$ cat src/rtl/fifo_rd_stream.sv
// -----------------------------------------------------------------------------
// fifo_rd_stream
//
// Converts the read side of a standard (one-cycle read latency) FIFO into a
// valid/ready stream. A 2-entry in-order buffer (head, tail) absorbs the read
// latency so that, with the consumer always ready, one word is delivered per
// clock with no bubbles once the pipe has filled.
//
// Ports
//   clk          : single clock, all state changes on the rising edge
//   rst          : asynchronous, active-high reset
//   fifo_empty   : upstream FIFO empty flag
//   fifo_rd_en   : read request to the upstream FIFO
//   fifo_rd_data : upstream read data, valid the cycle after an accepted read
//   m_valid      : stream word on m_data is valid
//   m_ready      : downstream consumer accepts the word
//   m_data       : stream data, driven from the head buffer register
//   occupancy    : words currently held in the buffer (0..2); this is the
//                  state register of the buffer FSM, exposed for checkers
//   xfer_count   : count of delivered beats, wraps from 16'hFFFF to 0
//
// Handshake: a beat transfers on a rising edge where m_valid && m_ready.
// Once m_valid is high it stays high, with m_data unchanged, until that beat
// transfers; m_valid never depends on m_ready.
// -----------------------------------------------------------------------------
module fifo_rd_stream #(
    parameter int DATA_WIDTH = 8
) (
    input  logic                  clk,
    input  logic                  rst,
    input  logic                  fifo_empty,
    output logic                  fifo_rd_en,
    input  logic [DATA_WIDTH-1:0] fifo_rd_data,
    output logic                  m_valid,
    input  logic                  m_ready,
    output logic [DATA_WIDTH-1:0] m_data,
    output logic [1:0]            occupancy,
    output logic [15:0]           xfer_count
);

    typedef enum logic [1:0] {
        OCC_EMPTY = 2'd0,
        OCC_ONE   = 2'd1,
        OCC_TWO   = 2'd2
    } occ_e;

    occ_e                  occ_q, occ_d;
    logic                  inflight_q;
    logic [DATA_WIDTH-1:0] head_q, head_d;
    logic [DATA_WIDTH-1:0] tail_q, tail_d;
    logic [15:0]           xfer_q, xfer_d;

    logic                  pop;
    logic                  push;
    logic [2:0]            level_after;

    assign m_valid    = (occ_q != OCC_EMPTY);
    assign m_data     = head_q;
    assign occupancy  = occ_q;
    assign xfer_count = xfer_q;

    assign pop  = m_valid && m_ready;
    // A read issued last cycle returns its word this cycle.
    assign push = inflight_q;

    // Words that will be held or still owed after this edge. Only issue a new
    // read if that count leaves room for it; this guarantees a returning word
    // never finds the buffer full. pop implies occ_q >= 1, so no underflow.
    assign level_after = {1'b0, occ_q} + {2'b00, inflight_q} - {2'b00, pop};
    assign fifo_rd_en  = !rst && !fifo_empty && (level_after < 3'd2);

    always_comb begin
        occ_d  = occ_q;
        head_d = head_q;
        tail_d = tail_q;
        xfer_d = xfer_q;

        case ({push, pop})
            2'b10: begin
                case (occ_q)
                    OCC_EMPTY: begin
                        head_d = fifo_rd_data;
                        occ_d  = OCC_ONE;
                    end
                    OCC_ONE: begin
                        tail_d = fifo_rd_data;
                        occ_d  = OCC_TWO;
                    end
                    default: occ_d = occ_q;
                endcase
            end
            2'b01: begin
                if (occ_q == OCC_TWO) begin
                    head_d = tail_q;
                    occ_d  = OCC_ONE;
                end else begin
                    occ_d = OCC_EMPTY;
                end
            end
            2'b11: begin
                // Head leaves and a new word arrives in the same edge: the
                // newcomer lands behind whatever remains.
                if (occ_q == OCC_TWO) begin
                    head_d = tail_q;
                    tail_d = fifo_rd_data;
                end else begin
                    head_d = fifo_rd_data;
                end
            end
            default: occ_d = occ_q;
        endcase

        if (pop) begin
            xfer_d = xfer_q + 16'd1;
        end
    end

    always_ff @(posedge clk or posedge rst) begin
        if (rst) begin
            occ_q      <= OCC_EMPTY;
            inflight_q <= 1'b0;
            head_q     <= '0;
            tail_q     <= '0;
            xfer_q     <= 16'd0;
        end else begin
            occ_q      <= occ_d;
            inflight_q <= fifo_rd_en;
            head_q     <= head_d;
            tail_q     <= tail_d;
            xfer_q     <= xfer_d;
        end
    end

endmodule
$ cat config.mk
export PLATFORM = sky130hd
export DESIGN_NAME = fifo_rd_stream
export DESIGN_NICKNAME = d
export VERILOG_FILES = /design/src/rtl/fifo_rd_stream.sv
export SDC_FILE = /design/constraint.sdc
export NUM_CORES = 1
export LEC_CHECK = 0
export CAP_MARGIN = 20
export CELL_PAD_IN_SITES_DETAIL_PLACEMENT = 1
export CELL_PAD_IN_SITES_GLOBAL_PLACEMENT = 1
export CORE_ASPECT_RATIO = 1.1
export CORE_UTILIZATION = 39
export DETAILED_ROUTE_END_ITERATION = 8
export PLACE_DENSITY_LB_ADDON = 0.1
export REMOVE_ABC_BUFFERS = 1
export SLEW_MARGIN = 30
export SYNTH_ARGS = -nofsm -noshare
export SYNTH_HDL_FRONTEND = slang
export SYNTH_SLANG_ARGS = --single-unit
export TNS_END_PERCENT = 1
$ cat constraint.sdc
create_clock -name clk -period 2.85 [get_ports clk]
set_input_delay 0.285 -clock clk [delete_from_list [all_inputs] [get_ports clk]]
set_output_delay 0.285 -clock clk [all_outputs]
set_load 0.05 [all_outputs]
# [Word-level counts from Yosys, hierarchy flattened]
# Index checks and enable logic that the tools add are counted.
[word_totals] reg_bits=35 input_bits=12 out_inout_bits=28 wordCells=42
[op_classes] n_addsub=3 n_lt_le_gt_ge=1 n_eq_ne=10 muxes=10 reduce_logical=13
[op_table] operator="8-bit two-way mux" count=5
[op_table] operator="8-bit one-hot mux with 3 select lines" count=1
[op_table] operator="16-bit by 1-bit adder with 16-bit output, second input constant" count=1
[op_table] operator="8-bit one-hot mux with 2 select lines" count=1
[op_table] operator="2-bit != test, second input constant" count=4
[op_table] operator="2-bit one-hot mux with 2 select lines" count=2
[op_table] operator="2-bit == test, second input constant" count=3
[op_table] operator="3-bit AND reduction" count=2
[op_table] operator="2-bit nonzero test" count=3
[op_table] operator="2-bit by 1-bit == test with 1-bit output, second input constant" count=2
[op_table] operator="2-bit by 1-bit adder with 3-bit output" count=1
[op_table] operator="1-bit logical AND" count=3
[op_table] operator="3-bit by 2-bit less-than comparator with 1-bit output, second input constant" count=1
[op_table] operator="3-bit != test, second input constant" count=1
[op_table] operator="3-bit nonzero test" count=1
[op_table] operator="3-bit by 1-bit subtractor with 3-bit output" count=1
[op_table] operator="1-bit logical NOT" count=2
[op_table] operator="2-bit logical NOT" count=1
[op_table] operator="2-bit AND reduction" count=1
[op_table] operator="1-bit two-way mux" count=1

# [Longest topological paths before layout]
[logic_depth] ltp_word=5 ltp_mapped=9 mapped_depth_nobuf=7

# [Worst setup path after synthesis]
# Ideal clock, no wire load.
[synth_timing] kind="register to register" startpoint="register occ_q[1], in the netlist occupancy[1]" endpoint="register inflight_q" setup_ns=0.298 t_arrival_ns=3.778 required_ns=2.552 setup_slack_ns=-1.226 stages_incl_launch_ff=10 path_buffers=2 path_cell_list="dfrtp_1 -> buf_6 -> o21a_4 -> buf_12 -> inv_1 -> ha_1 -> nand2_1 -> fa_1 -> xor2_1 -> nor4b_1"
[synth_via] elab_chain_len=5 word_cells_on_any_way=6 cone_classes="add/sub (2); order compare (1); reduce/logical (3)"
[synth_rtl] item="start, declared" line="47" text="occ_e occ_q, occ_d;"
[synth_rtl] item="start signal, assigned" line="120" text="occ_q <= OCC_EMPTY;"
[synth_rtl] item="start signal, assigned" line="126" text="occ_q <= occ_d;"
[synth_rtl] item="branches (longest 2 deep; another with 2-bit by 1-bit adder with 3-bit output)"
[synth_rtl] item="3-bit by 1-bit subtractor with 3-bit output *" line="69" text="assign level_after = {1'b0, occ_q} + {2'b00, inflight_q} - {2'b00, pop};"
[synth_rtl] item="3-bit by 2-bit less-than comparator with 1-bit output *" line="70" text="assign fifo_rd_en = !rst && !fifo_empty && (level_after < 3'd2);"
[synth_rtl] item="1-bit logical AND *" line="70"
[synth_rtl] item="net fifo_rd_en" line="32" text="output logic fifo_rd_en,"
[synth_rtl] item="end signal, assigned" line="127" text="inflight_q <= fifo_rd_en;"
[synth_rtl] item="end, declared" line="48" text="logic inflight_q;"
# Mark *: on every way through the listed nets, which the timed path passes.
# A chain may end at the register's enable or synchronous reset.

# [Worst setup path after layout]
[layout_timing] startpoint="input m_ready" endpoint="output fifo_rd_en"
[layout_via] elab_chain_len=4
[layout_rtl] item="start, declared" line="35" text="input logic m_ready,"
[layout_rtl] item="1-bit logical AND" line="62" text="assign pop = m_valid && m_ready;"
[layout_rtl] item="3-bit by 1-bit subtractor with 3-bit output" line="69"
[layout_rtl] item="3-bit by 2-bit less-than comparator with 1-bit output" line="70"
[layout_rtl] item="1-bit logical AND" line="70"
[layout_rtl] item="end, declared" line="32"
# Every way passes these cells.

==> summary.txt <==
Run status
  • Outcome: complete, no violations

Layout
  • Layout cells sized above 1: 26.3%
  • Leading cell type in the layout, fill and taps excluded: sky130_fd_sc_hd__clkdlybuf4s50_1
  • Layout Area Growth over Synthesis: 33.9%
  • Sequential standard cell area: 876 um^2
  • Area of the multi-input gates: 782 um^2
  • Count of fill cells added during filler insertion: 462
  • Count of inserted antenna diode cells: 0
  • Layout net count: 201
  • Commonest non-fill, non-tap cells in the layout: sky130_fd_sc_hd__clkdlybuf4s50_1 (38), sky130_fd_sc_hd__dfrtp_1 (35), sky130_fd_sc_hd__mux2_2 (16)
  • Final cell utilization of the core: 54.3%

Timing
  • Number of endpoints with negative hold slack in the final report: 0
  • Finish-stage setup viols: 0
  • Final setup margin: 0.145 ns
  • Transition at the pin with the smallest max-transition slack: 0.581 ns
  • Share of the cycle needed by the critical path after routing: 94.9%
  • Number of max-slew violations in the final report: 0
  • RSZ-0062 raised after global routing: no
  • Maximum clock frequency: 370 MHz
  • Min Tclk post-route: 2.71 ns
  • Worst slew margin relative to its limit: 61.1%
  • Final setup skew: 0.00344 ns

Drt
  • Number of search-and-repair iterations in the first detailed-routing pass: 5
  • Via count of the routed design: 1,214
  • DR iter-0 viols: 53
  • ANT nets after route: 0
  • Vias per inst: 5.06
  • Total wirelength of the detailed-routed design: 3640 um
  • DRC Markers: 0
  • Wire length per cell: 15.2 um

Worst setup path
  • Crit-path leading delay family: buffers and inverters
  • Crit path capture type: primary output
  • R2r setup slk: 0.72 ns
  • CP max stage delay: 0.50 ns
  • Data required time at the worst endpoint: 2.57 ns
  • R2R Path Start: occupancy[1]
  • WS Path Type: in2out
  • Cell count of the worst reg-to-reg path: 7
  • Type of origin of the critical path: input port
  • Critical path arrival: 2.42 ns
  • Buffering stage count on the worst path with inverters included: 4
  • Chain of cells forming the critical path: clkdlybuf4s50_1, o21a_4, inv_1, ha_1, nand2_1, fa_1, xor2_1, nor4b_2, buf_4, buf_12
  • Worst-path maximum fanout: 2
  • Logic depth of the worst path, buffers included: 10
  • Worst r2r dst: tail_q[5]
  • Critical path's slowest cell: sky130_fd_sc_hd__clkdlybuf4s50_1

Synth
  • Simple-Gate Fraction of Synth Area: 12.3%
  • Synth unique cells: 29
  • Post-synthesis cell count: 135
  • Arithmetic-cell share of the synthesized area counting full adders, half adders and majority gates: 3.34%
  • Dominant combinational cell family by area after synthesis: multiplexers
  • Yosys warnings: 0
  • Parity-gate share of the synthesized area counting xor and xnor cells: 8.13%
  • Cell area after synthesis: 0.00172 mm^2
  • Seq/Total Area, Yosys: 50.8%
  • Syn avg cell area: 12.8 um^2
  • Flip-flop and latch count after synthesis: 35
  • Portion of netlist area occupied by mux cells: 17.4%
  • Compound-Gate Fraction of Synth Area: 3.85%

Power and ir drop
  • Switching power as a share of total power: 42.6%
  • Total leakage power: 1.00 nW
  • Worst voltage drop across the vdd grid: 605 uV
  • Total power density per cell area: 1110 mW/mm^2
  • Internal portion of total power: 1.47 mW
  • Clk pwr share: 15.9%
  • Net load switching power: 1.09 mW
  • Total power: 2.55 mW
  • Share of power burned in combinational logic: 52.9%
  • Proportion of power drawn by flip-flops and latches: 31.2%

Floorplan
  • Standard-cell rows: 25
  • Number of top-level pins: 40
  • Vertical die dimension: 71.7 um
  • Die X: 65.4 um
  • Core Footprint: 0.00425 mm^2
  • Area enclosed by the die boundary: 0.00469 mm^2
  • Initial standard-cell utilization of the core: 40.5%

Clock network
  • TritonCTS clock tree: built
  • CTS Hold Buffers Added: 0
  • Insertion delay of the later-clocked pin in the worst-skew pair: 0.29 ns
  • CTS buffer count: 5
  • Number of gates resized after cts: 0
  • Root buffer selected by CTS: sky130_fd_sc_hd__clkbuf_8
  • Clock edge transition at the registers on the reported setup and hold paths: 0.07 ns
  • Total clock sinks: 35
  • Buffers inserted by post-CTS timing repair: 0
  • H-tree lvl count: 2
  • Maximum count of clock buffers along a single path: 2

GRT
  • Antenna violations before repair: 0
  • Via count of the first global-routing pass: 1,317
  • Tot GR Track Use: 18.1%
  • Wire length of the first global-routing pass: 6230 um
  • Total overflow reported by the global router: 0
  • Pin count of the biggest net entering global routing: 36

Place
  • Final estimated routing congestion in global placement: 0.767
  • Setup WS pre-CTS: 0.0180 ns
  • Count of buffers inserted at the top-level ports: 39
  • Placed wire-length estimate: 2660 um

Flow run
  • Reported max-cap violation count: 0

Worst hold path
  • Worst min-delay path category: in2async
## cell usage after synthesis
| library cell | number | area, um^2 |
|---|---|---|
| sky130_fd_sc_hd__a31oi_2 | 1 | 12.5 |
| sky130_fd_sc_hd__a31oi_1 | 3 | 18.8 |
| sky130_fd_sc_hd__buf_12 | 1 | 20.0 |
| sky130_fd_sc_hd__and2_1 | 1 | 6.26 |
| sky130_fd_sc_hd__o21ai_0 | 1 | 5.00 |
| sky130_fd_sc_hd__nand3_1 | 5 | 25.0 |
| sky130_fd_sc_hd__nor3_1 | 1 | 5.00 |
| sky130_fd_sc_hd__nand2_1 | 13 | 48.8 |
| sky130_fd_sc_hd__mux2_4 | 8 | 120 |
| sky130_fd_sc_hd__xor2_1 | 3 | 26.3 |
| sky130_fd_sc_hd__o21a_4 | 1 | 15.0 |
| sky130_fd_sc_hd__or2_2 | 1 | 6.26 |
| sky130_fd_sc_hd__ha_1 | 3 | 37.5 |
| sky130_fd_sc_hd__fa_1 | 1 | 20.0 |
| sky130_fd_sc_hd__nor4b_1 | 2 | 17.5 |
| sky130_fd_sc_hd__dfrtp_1 | 35 | 876 |
| sky130_fd_sc_hd__and3_1 | 1 | 6.26 |
| sky130_fd_sc_hd__buf_6 | 3 | 33.8 |
| sky130_fd_sc_hd__a21oi_1 | 3 | 15.0 |
| sky130_fd_sc_hd__and4_2 | 1 | 10.0 |
| sky130_fd_sc_hd__xnor2_1 | 13 | 114 |
| sky130_fd_sc_hd__nand2b_1 | 1 | 6.26 |
| sky130_fd_sc_hd__mux2_2 | 16 | 180 |
| sky130_fd_sc_hd__nor2_1 | 4 | 15.0 |
| sky130_fd_sc_hd__nand4_1 | 5 | 31.3 |
| sky130_fd_sc_hd__and3_2 | 1 | 7.51 |
| sky130_fd_sc_hd__inv_1 | 5 | 18.8 |
| sky130_fd_sc_hd__nand2_8 | 1 | 20.0 |
| sky130_fd_sc_hd__nor2_2 | 1 | 6.26 |
## cells by family (layout without fill, tap and decap cells)
logic type               after synthesis  after routing
AO/OA/AOI/OAI                          9              9
XOR/XNOR                              16             16
adder cells (fa/ha/maj)                4              4
buffers and inverters                  9             60
flip-flops                            35             35
multiplexers                          24             24
AND/OR/NAND/NOR                       38             38
## through the flow
stage / instances / setup TNS, ns / area, um^2 / hold slack [ns]
after detailed placement: 232 / 0 / 2200 / 0.465
after global placement: 232 / 0 / 2200 / 0.462
after CTS: 240 / 0 / 2300 / 0.450
after floorplan: 131 / -2.60 / 1670 / 0.436
final: 240 / 0 / 2310 / 0.454
after global routing: 240 / 0 / 2310 / 0.500
## registers in the layout, indices dropped and copies added, names as in the netlist
register    cells
inflight_q      1
m_data          8
occupancy       2
tail_q          8
xfer_count     16
## area by class of cell
class | instances | share of cell area (%)
clock buffers | 7 | 4.17
repair buffers | 47 | 19.9
clock inverters | 1 | 0.325
multi-input cells | 91 | 33.9
well taps | 54 | 2.93
inverters | 5 | 0.813
flip-flops and latches | 35 | 37.9
## power groups by stage
stage / Sequential [mW] / Clock (mW) / Combinational [mW]
6_report: 0.797 / 0.405 / 1.35
5_1_grt: 0.825 / 0.440 / 1.44
4_1_cts: 0.800 / 0.423 / 1.36
3_5_place_dp: 0.810 / 0 / 1.36
3_3_place_gp: 0.796 / 0 / 1.32
2_1_floorplan: 1.18 / 0 / 0.522
## metal layers
layer	global-route usage, %	wire [um]
met1	19.7	1460
met2	31.5	1950
met3	6.05	170
met4	7.97	56
met5	0	0
## worst register-to-register path: stages, from the launching register on
cell and delay, ns:
sky130_fd_sc_hd__dfrtp_1 0.40, sky130_fd_sc_hd__o21a_4 0.22, sky130_fd_sc_hd__inv_1 0.08, sky130_fd_sc_hd__buf_4 0.13
sky130_fd_sc_hd__ha_1 0.22, sky130_fd_sc_hd__nor4b_1 0.09, sky130_fd_sc_hd__a31oi_2 0.49, sky130_fd_sc_hd__mux2_2 0.40
## how the worst max path moves through the flow
stage	start	to	slack [ns]
floorplan	occupancy[1]	inflight_q	-1.31
global placement	m_ready	fifo_rd_en	0.14
detailed placement	m_ready	fifo_rd_en	0.02
CTS	m_ready	fifo_rd_en	0.02
global route	m_ready	fifo_rd_en	0.06
finish	m_ready	fifo_rd_en	0.14
Note: power is estimated with default switching activity, not from simulation.
